==> src/rtl/race_game_ctrl_pkg.sv <==
// ---------------------------------------------------------------------------
// race_game_ctrl_pkg
// Purpose : shared definitions for the race game sequencer and the renderers
//           that sit behind it: state encodings, playfield bounds, start
//           position, level thresholds, scroll divisors and small helpers.
// Ports   : none (package).
// ---------------------------------------------------------------------------
package race_game_ctrl_pkg;

    // Legal player-car window, inclusive on both ends.
    localparam logic [9:0] X_MIN   = 10'd269;
    localparam logic [9:0] X_MAX   = 10'd368;
    localparam logic [9:0] Y_MIN   = 10'd40;
    localparam logic [9:0] Y_MAX   = 10'd429;

    // Car position loaded whenever a new game begins.
    localparam logic [9:0] START_X = 10'd300;
    localparam logic [9:0] START_Y = 10'd429;

    // Score thresholds for levels 1..3 and for the winning score.
    localparam logic [5:0] THR1      = 6'd10;
    localparam logic [5:0] THR2      = 6'd20;
    localparam logic [5:0] THR3      = 6'd30;
    localparam logic [5:0] WIN_SCORE = 6'd40;

    // Frames spent showing the crash / win screen before returning to idle.
    localparam logic [7:0] HOLD_FRAMES = 8'd120;

    // Frames per scroll step at levels 0..3 (all must be >= 1).
    localparam logic [3:0] DIV0 = 4'd4;
    localparam logic [3:0] DIV1 = 4'd3;
    localparam logic [3:0] DIV2 = 4'd2;
    localparam logic [3:0] DIV3 = 4'd1;

    // Low two bits double as the externally visible game_state code;
    // ST_PAUSE is internal only and is reported as PLAY.
    typedef enum logic [2:0] {
        ST_IDLE  = 3'b000,
        ST_PLAY  = 3'b001,
        ST_CRASH = 3'b010,
        ST_WIN   = 3'b011,
        ST_PAUSE = 3'b100
    } state_t;

    function automatic logic [1:0] level_of(input logic [5:0] s);
        logic [1:0] lv;
        if (s < THR1)      lv = 2'd0;
        else if (s < THR2) lv = 2'd1;
        else if (s < THR3) lv = 2'd2;
        else               lv = 2'd3;
        return lv;
    endfunction

    function automatic logic [3:0] div_of(input logic [1:0] lv);
        logic [3:0] d;
        case (lv)
            2'd0:    d = DIV0;
            2'd1:    d = DIV1;
            2'd2:    d = DIV2;
            default: d = DIV3;
        endcase
        return d;
    endfunction

    function automatic logic [9:0] clamp10(input logic [9:0] v,
                                           input logic [9:0] lo,
                                           input logic [9:0] hi);
        logic [9:0] r;
        if (v < lo)      r = lo;
        else if (v > hi) r = hi;
        else             r = v;
        return r;
    endfunction

endpackage

==> src/rtl/race_game_ctrl_if.sv <==
// ---------------------------------------------------------------------------
// race_game_ctrl_if
// Purpose : bundles every game-side signal of race_game_ctrl.
//   master : firmware / timing side (drives v_sync and the requests, reads
//            the committed game outputs)
//   slave  : the sequencer itself
// Signals :
//   v_sync      DTG vertical sync, active-low
//   start_req   one-cycle pulse, start a game
//   pos_wr      one-cycle pulse, pos_x/pos_y valid
//   pos_x/pos_y requested car position
//   score       current score
//   collision   collision flag, may be a single-cycle pulse
//   pause_req   one-cycle pulse, toggle pause (only with PAUSE_EN)
//   car_x/car_y committed car position
//   level       current level
//   game_state  00 IDLE, 01 PLAY (also while paused), 10 CRASH, 11 WIN
//   scroll_tick one-cycle pulse, advance road/cars one step
//   frame_start one-cycle pulse, one cycle after each v_sync falling edge
//   dbg_state   full internal FSM state, for observation only
// Handshake: all request inputs are valid-only pulses; the sequencer is
//   always ready, so a pulse is consumed on the clock edge it is high, and
//   a pulse arriving in a state that does not accept it is dropped.
// ---------------------------------------------------------------------------
interface race_game_ctrl_if;
    import race_game_ctrl_pkg::*;

    logic        v_sync;
    logic        start_req;
    logic        pos_wr;
    logic [9:0]  pos_x;
    logic [9:0]  pos_y;
    logic [5:0]  score;
    logic        collision;
`ifdef PAUSE_EN
    logic        pause_req;
`endif
    logic [9:0]  car_x;
    logic [9:0]  car_y;
    logic [1:0]  level;
    logic [1:0]  game_state;
    logic        scroll_tick;
    logic        frame_start;
    state_t      dbg_state;

    modport master (
`ifdef PAUSE_EN
        output pause_req,
`endif
        output v_sync, start_req, pos_wr, pos_x, pos_y, score, collision,
        input  car_x, car_y, level, game_state, scroll_tick, frame_start,
               dbg_state
    );

    modport slave (
`ifdef PAUSE_EN
        input  pause_req,
`endif
        input  v_sync, start_req, pos_wr, pos_x, pos_y, score, collision,
        output car_x, car_y, level, game_state, scroll_tick, frame_start,
               dbg_state
    );

endinterface

==> src/rtl/race_game_ctrl_frame_tick_gen.sv <==
// ---------------------------------------------------------------------------
// race_game_ctrl_frame_tick_gen
// Purpose : registers v_sync and detects its falling edge, producing a
//           one-cycle frame_start pulse one cycle after the edge.
// Ports   :
//   clk         in  pixel clock
//   rst         in  synchronous reset, active-high
//   v_sync      in  vertical sync, active-low
//   frame_start out one-cycle pulse
// ---------------------------------------------------------------------------
module race_game_ctrl_frame_tick_gen (
    input  logic clk,
    input  logic rst,
    input  logic v_sync,
    output logic frame_start
);

    logic v_cur;
    logic v_prev;

    // Both stages reset to the inactive (high) level so no pulse is seen
    // straight out of reset.
    always_ff @(posedge clk) begin
        if (rst) begin
            v_cur  <= 1'b1;
            v_prev <= 1'b1;
        end else begin
            v_cur  <= v_sync;
            v_prev <= v_cur;
        end
    end

    assign frame_start = v_prev & ~v_cur;

endmodule

==> src/rtl/race_game_ctrl.sv <==
// ---------------------------------------------------------------------------
// race_game_ctrl
// Purpose : frame-synchronous game sequencer for the car-racing VGA pipeline.
//           Owns game state, level, road-scroll pacing and the player-car
//           position commit. Positions are only committed on frame_start so
//           the car never tears mid-frame.
// Ports   :
//   clk  in   pixel clock (only clock)
//   rst  in   synchronous reset, active-high
//   bus  race_game_ctrl_if.slave (see interface file for the signal list)
// Build option: define PAUSE_EN to add pause_req and an internal PAUSE
//           state; without it the machine is IDLE/PLAY/CRASH/WIN only.
// ---------------------------------------------------------------------------
module race_game_ctrl
    import race_game_ctrl_pkg::*;
(
    input  logic           clk,
    input  logic           rst,
    race_game_ctrl_if.slave bus
);

    state_t     state;
    logic [9:0] car_x_q;
    logic [9:0] car_y_q;
    logic [9:0] pend_x;
    logic [9:0] pend_y;
    logic       pend_vld;
    logic       col_latch;
    logic [1:0] level_q;
    logic [3:0] div_cnt;
    logic [7:0] hold_cnt;

    logic       frame_start;
    logic       crash_now;
    logic       win_now;
    logic       tick_due;

    race_game_ctrl_frame_tick_gen u_frame_tick (
        .clk         (clk),
        .rst         (rst),
        .v_sync      (bus.v_sync),
        .frame_start (frame_start)
    );

    // A collision pulse on the frame_start cycle itself counts, even though
    // the latch has not captured it yet.
    assign crash_now = col_latch | bus.collision;
    assign win_now   = (bus.score >= WIN_SCORE);

    // ">=" rather than "==" so that a drop to a smaller divisor (level up)
    // never leaves the counter stranded above the new terminal value.
    assign tick_due  = (div_cnt >= (div_of(level_q) - 4'd1));

    always_ff @(posedge clk) begin
        if (rst) begin
            state     <= ST_IDLE;
            car_x_q   <= START_X;
            car_y_q   <= START_Y;
            pend_x    <= 10'd0;
            pend_y    <= 10'd0;
            pend_vld  <= 1'b0;
            col_latch <= 1'b0;
            level_q   <= 2'd0;
            div_cnt   <= 4'd0;
            hold_cnt  <= 8'd0;
        end else begin
            case (state)
                ST_IDLE: begin
                    if (bus.start_req) begin
                        state     <= ST_PLAY;
                        car_x_q   <= START_X;
                        car_y_q   <= START_Y;
                        level_q   <= 2'd0;
                        div_cnt   <= 4'd0;
                        pend_vld  <= 1'b0;
                        col_latch <= 1'b0;
                    end
                end

                ST_PLAY: begin
                    if (bus.pos_wr) begin
                        pend_x   <= bus.pos_x;
                        pend_y   <= bus.pos_y;
                        pend_vld <= 1'b1;
                    end
                    if (bus.collision) begin
                        col_latch <= 1'b1;
                    end
                    if (frame_start) begin
                        // These override the captures above: a same-cycle
                        // write is committed directly and the latch is
                        // consumed by this frame's evaluation.
                        col_latch <= 1'b0;
                        pend_vld  <= 1'b0;
                        if (bus.pos_wr) begin
                            car_x_q <= clamp10(bus.pos_x, X_MIN, X_MAX);
                            car_y_q <= clamp10(bus.pos_y, Y_MIN, Y_MAX);
                        end else if (pend_vld) begin
                            car_x_q <= clamp10(pend_x, X_MIN, X_MAX);
                            car_y_q <= clamp10(pend_y, Y_MIN, Y_MAX);
                        end
                        // Pacing uses the level in force during the frame
                        // just ended; the new level applies from the next.
                        level_q  <= level_of(bus.score);
                        div_cnt  <= tick_due ? 4'd0 : (div_cnt + 4'd1);
                        hold_cnt <= 8'd0;
                        if (crash_now) begin
                            state <= ST_CRASH;
                        end else if (win_now) begin
                            state <= ST_WIN;
                        end
`ifdef PAUSE_EN
                        else if (bus.pause_req) begin
                            state <= ST_PAUSE;
                        end
`endif
                    end
`ifdef PAUSE_EN
                    else if (bus.pause_req) begin
                        state <= ST_PAUSE;
                    end
`endif
                end

                ST_CRASH, ST_WIN: begin
                    if (frame_start) begin
                        if (hold_cnt == (HOLD_FRAMES - 8'd1)) begin
                            state    <= ST_IDLE;
                            hold_cnt <= 8'd0;
                        end else begin
                            hold_cnt <= hold_cnt + 8'd1;
                        end
                    end
                end

`ifdef PAUSE_EN
                ST_PAUSE: begin
                    // Everything is frozen; collisions are not remembered.
                    col_latch <= 1'b0;
                    if (bus.pause_req) begin
                        state <= ST_PLAY;
                    end
                end
`endif

                default: begin
                    state <= ST_IDLE;
                end
            endcase
        end
    end

    assign bus.car_x       = car_x_q;
    assign bus.car_y       = car_y_q;
    assign bus.level       = level_q;
    assign bus.game_state  = (state == ST_PAUSE) ? 2'b01 : state[1:0];
    assign bus.scroll_tick = (state == ST_PLAY) && frame_start && tick_due;
    assign bus.frame_start = frame_start;
    assign bus.dbg_state   = state;

endmodule

==> src/flat_wrapper.sv <==
// flat-port wrapper written by rule: the top's interface ports become plain ports
module race_game_ctrl_flat import race_game_ctrl_pkg::*;
  (clk, rst, bus_v_sync, bus_start_req, bus_pos_wr, bus_pos_x, bus_pos_y, bus_score, bus_collision, bus_car_x, bus_car_y, bus_level, bus_game_state, bus_scroll_tick, bus_frame_start, bus_dbg_state);
  race_game_ctrl_if bus_i ();
  input  logic clk;
  input  logic rst;
  input wire logic [$bits(bus_i.v_sync)-1:0] bus_v_sync;
  input wire logic [$bits(bus_i.start_req)-1:0] bus_start_req;
  input wire logic [$bits(bus_i.pos_wr)-1:0] bus_pos_wr;
  input wire logic [$bits(bus_i.pos_x)-1:0] bus_pos_x;
  input wire logic [$bits(bus_i.pos_y)-1:0] bus_pos_y;
  input wire logic [$bits(bus_i.score)-1:0] bus_score;
  input wire logic [$bits(bus_i.collision)-1:0] bus_collision;
  output wire logic [$bits(bus_i.car_x)-1:0] bus_car_x;
  output wire logic [$bits(bus_i.car_y)-1:0] bus_car_y;
  output wire logic [$bits(bus_i.level)-1:0] bus_level;
  output wire logic [$bits(bus_i.game_state)-1:0] bus_game_state;
  output wire logic [$bits(bus_i.scroll_tick)-1:0] bus_scroll_tick;
  output wire logic [$bits(bus_i.frame_start)-1:0] bus_frame_start;
  output wire logic [$bits(bus_i.dbg_state)-1:0] bus_dbg_state;
  assign bus_i.v_sync = bus_v_sync;
  assign bus_i.start_req = bus_start_req;
  assign bus_i.pos_wr = bus_pos_wr;
  assign bus_i.pos_x = bus_pos_x;
  assign bus_i.pos_y = bus_pos_y;
  assign bus_i.score = bus_score;
  assign bus_i.collision = bus_collision;
  assign bus_car_x = bus_i.car_x;
  assign bus_car_y = bus_i.car_y;
  assign bus_level = bus_i.level;
  assign bus_game_state = bus_i.game_state;
  assign bus_scroll_tick = bus_i.scroll_tick;
  assign bus_frame_start = bus_i.frame_start;
  assign bus_dbg_state = bus_i.dbg_state;
  race_game_ctrl u_core (.clk(clk), .rst(rst), .bus(bus_i));
endmodule
==> config.mk <==
export PLATFORM = sky130hd
export DESIGN_NAME = race_game_ctrl_flat
export DESIGN_NICKNAME = d
export VERILOG_FILES = /design/src/rtl/race_game_ctrl_pkg.sv /design/src/rtl/race_game_ctrl_if.sv /design/src/rtl/race_game_ctrl_frame_tick_gen.sv /design/src/rtl/race_game_ctrl.sv /design/src/flat_wrapper.sv
export SDC_FILE = /design/constraint.sdc
export NUM_CORES = 1
export LEC_CHECK = 0
export BUFFER_PORTS_ARGS = -buffer_cell sky130_fd_sc_hd__buf_2
export CAP_MARGIN = 0
export CORE_ASPECT_RATIO = 1.5
export CORE_MARGIN = 3
export CORE_UTILIZATION = 30
export CTS_BUF_LIST = sky130_fd_sc_hd__clkbuf_8
export DETAILED_ROUTE_END_ITERATION = 16
export GPL_ROUTABILITY_DRIVEN = 0
export PLACE_DENSITY = 0.5
export SETUP_SLACK_MARGIN = 0.02
export SLEW_MARGIN = 10
export SYNTH_ARGS = -nofsm -noshare
export SYNTH_HDL_FRONTEND = slang
export SYNTH_SLANG_ARGS = --single-unit
export TNS_END_PERCENT = 100
==> constraint.sdc <==
create_clock -name clk -period 2.59 [get_ports clk]
set_input_delay 0.6475 -clock clk [delete_from_list [all_inputs] [get_ports clk]]
set_output_delay 0.6475 -clock clk [all_outputs]
set_load 0.01 [all_outputs]
==> out/metrics.csv <==
metric,value,unit
p_sw,0.000615,W
port_buffers,58,
p_sw_frac,0.286,
dp_hpwl,5760,µm
antenna_found_initial,0,
rsz0062_at_grt,no,
viasPerCell,5.12,
clock-sinks,60,
power_density,624,nW/µm²
synth.distinct_cells,60,
first_global_vias,2789,
start_util,0.315,
grt_max_degree,27,
drive_above_1_share,0.222,
synth_fp_nets,387,
p_leak,1.32,nW
die-area,10700,µm²
drt-total-wl,7700,µm
drt_iter0_drc,107,
dr.pass1.iters,4,
cp-end-kind,output pin,
drc,0,
startpoint_type,flop,
ios,61,
pwr-share-seq,0.474,
hp-class,flop to flop,
yosysMostFrequentCell,dfxtp_1,
grt_pass1_wl,13100,µm
slew_headroom,0.571,
netlist_area,2850,µm²
rows,42,
crit_path_max_fanout,3,
cts_tree,built,
clkLatencyLatePin,340,ps
p_comb_frac,0.160,
fin_area,3450,µm²
htree_levels,3,
setup_ws,187,ps
cts_made_buffers,9,
tns,0,ps
max_cap_violations,0,
yosys.area.top_type_share,0.421,
groute.usage.overall,0.153,
clk_pin_slew,70,ps
skew,8.69,ps
timing.hold.ws,455,ps
ys_ff_latch,60,
place_ws,274,ps
dieHeight,125,µm
nets,445,
syn_inst,351,
clockBufferDepth,2,
fin_crit_sh,0.928,
dpl_cell_area,3240,µm²
yosys_warnings,0,
synthFlopType,dfxtp_1,
clockPowerShare,0.367,
async_flop_share,0,
die_x,85.6,µm
ant_nets,0,
finalMaxSlewViolations,0,
worst_pin_slew,642,ps
hold_buffers,0,
synthTopCellsByCount,"dfxtp_1 (60), nand2_1 (59), nor2_1 (39)",
syn2layout_area_growth,20.9,%
peakVddDrop,0.293,mV
synth_area_per_cell,8.12,µm²
antennaDiodeCount,0,
wl_per_cell,14.7,µm
outcome,"complete, no violations",
clock-root-buffer,clkbuf_8,
yosysTopAreaCell,dfxtp_1,
min_period,2400,ps
final_hold_viol_count,0,
grt_overflow,0,
netlist_top_cells_area,"dfxtp_1 (42%), nand2_1 (7.8%), a21oi_1 (6.0%)",
synth_edf_count,0,
setup_viol,0,
worstSetupPathType,flop to output pin,
dr_total_vias,2681,
post_cts_buffers,0,
p_int,0.00153,W
cp.arrival,1760,ps
required,1940,ps
max_clock_freq,0.416,GHz
yosysSeqAreaShare,0.421,
core_area,9040,µm²
==> registers in the layout (all words and copies together), names as in the netlist <==
signal	count
u_core.bus.car_x	10
u_core.bus.car_y	10
u_core.bus.dbg_state	2
u_core.bus.level	2
u_core.col_latch	1
u_core.div_cnt	4
u_core.hold_cnt	8
u_core.pend_vld	1
u_core.pend_x	10
u_core.pend_y	10
u_core.u_frame_tick.v_cur	1
u_core.u_frame_tick.v_prev	1
==> through the flow <==
stage | total power [W] | util | instances
2_1_floorplan | 0.00125 | - | 351
3_3_place_gp | 0.00138 | 0.358 | 508
3_5_place_dp | 0.00139 | 0.358 | 508
4_1_cts | 0.00219 | 0.381 | 524
5_1_grt | 0.00227 | 0.381 | 524
6_report | 0.00215 | 0.381 | 524
==> path summary, 6_finish.rpt <==
kind	start	to	slack (ps)	cells past startpoint
worst min-delay path	u_core.bus.car_x[8]	u_core.bus.car_x[8]	450	1
worst min register to register	u_core.bus.car_x[8]	u_core.bus.car_x[8]	450	1
worst max register to register	u_core.bus.dbg_state[0]	u_core.bus.car_x[5]	460	4
worst max-delay path	u_core.bus.level[0]	bus_scroll_tick	190	6
==> per-layer routing <==
layer / GRT usage / routed length (µm) / vias up / part of all wire
met4: 0.0857 / 210 / 0 / 0.027
met3: 0.0309 / 345 / 18 / 0.045
met5: 0 / 0 / - / 0
met2: 0.269 / 3960 / 58 / 0.51
li1: - / - / 1363 / -
met1: 0.168 / 3180 / 1242 / 0.41
==> cell families after synthesis <==
logic type                 Yosys count  synth area share
muxes                                2           0.00702
buffers and inverters               27            0.0443
AOI/OAI and AO/OA                   98             0.233
other                                1           0.00132
xor gates and xnor gates             6            0.0184
and+or+nand+nor                    152             0.254
adders and majority gates            5            0.0211
DFF                                 60             0.421
==> final cells by class <==
type / instances / area (µm²)
clock buffer: 12 / 165
multi-input combinational: 264 / 1540
inverter: 9 / 33.8
clock inverter: 4 / 23.8
timing repair buffer: 65 / 343
sequential: 60 / 1200
tap: 110 / 138
fill: 981 / 5590
==> worst max-delay path, cell delays in order (launching register included) <==
cell and delay (ps):
dfxtp_1 350, inv_1 50, ha_1 270, nand2b_1 170, a2111oi_4 330, nor3_1 100, buf_2 150
==> what timing repair did <==
action / CTS / global route
setup endpoints to repair: 1 / 1
gates resized for setup: 2 / 1
pin swaps: 0 / 1
==> placed cells by master (no fill, tap or decap), types with 3 or more instances in the layout <==
cell type	Yosys	layout
nor2b_1	4	4
nor2_1	39	39
o21ai_0	11	11
a22oi_1	4	4
a211oi_1	3	3
or2_2	3	3
a311oi_1	5	5
buf_4	4	7
nor3_1	9	9
o21a_1	4	4
nand2_1	59	59
and2_1	6	6
nor4_1	4	4
xnor2_1	5	5
a21oi_1	34	34
nand3_1	6	6
inv_1	9	10
nand2b_1	4	4
nand4_1	4	4
ha_1	4	4
dfxtp_1	60	59
a21o_1	3	3
o21ai_1	4	4
a211o_1	6	6
clkbuf_8	0	12
buf_2	2	58
==> power groups by stage <==
stage | combinational, W | sequential [W] | clock [W]
CTS | 0.000350 | 0.00102 | 0.000820
global placement | 0.000344 | 0.00104 | 0
detailed placement | 0.000347 | 0.00104 | 0
finish | 0.000343 | 0.00102 | 0.000788
floorplan | 0.000215 | 0.00104 | 0
global route | 0.000388 | 0.00103 | 0.000851
(Power assumes the default switching activity.)
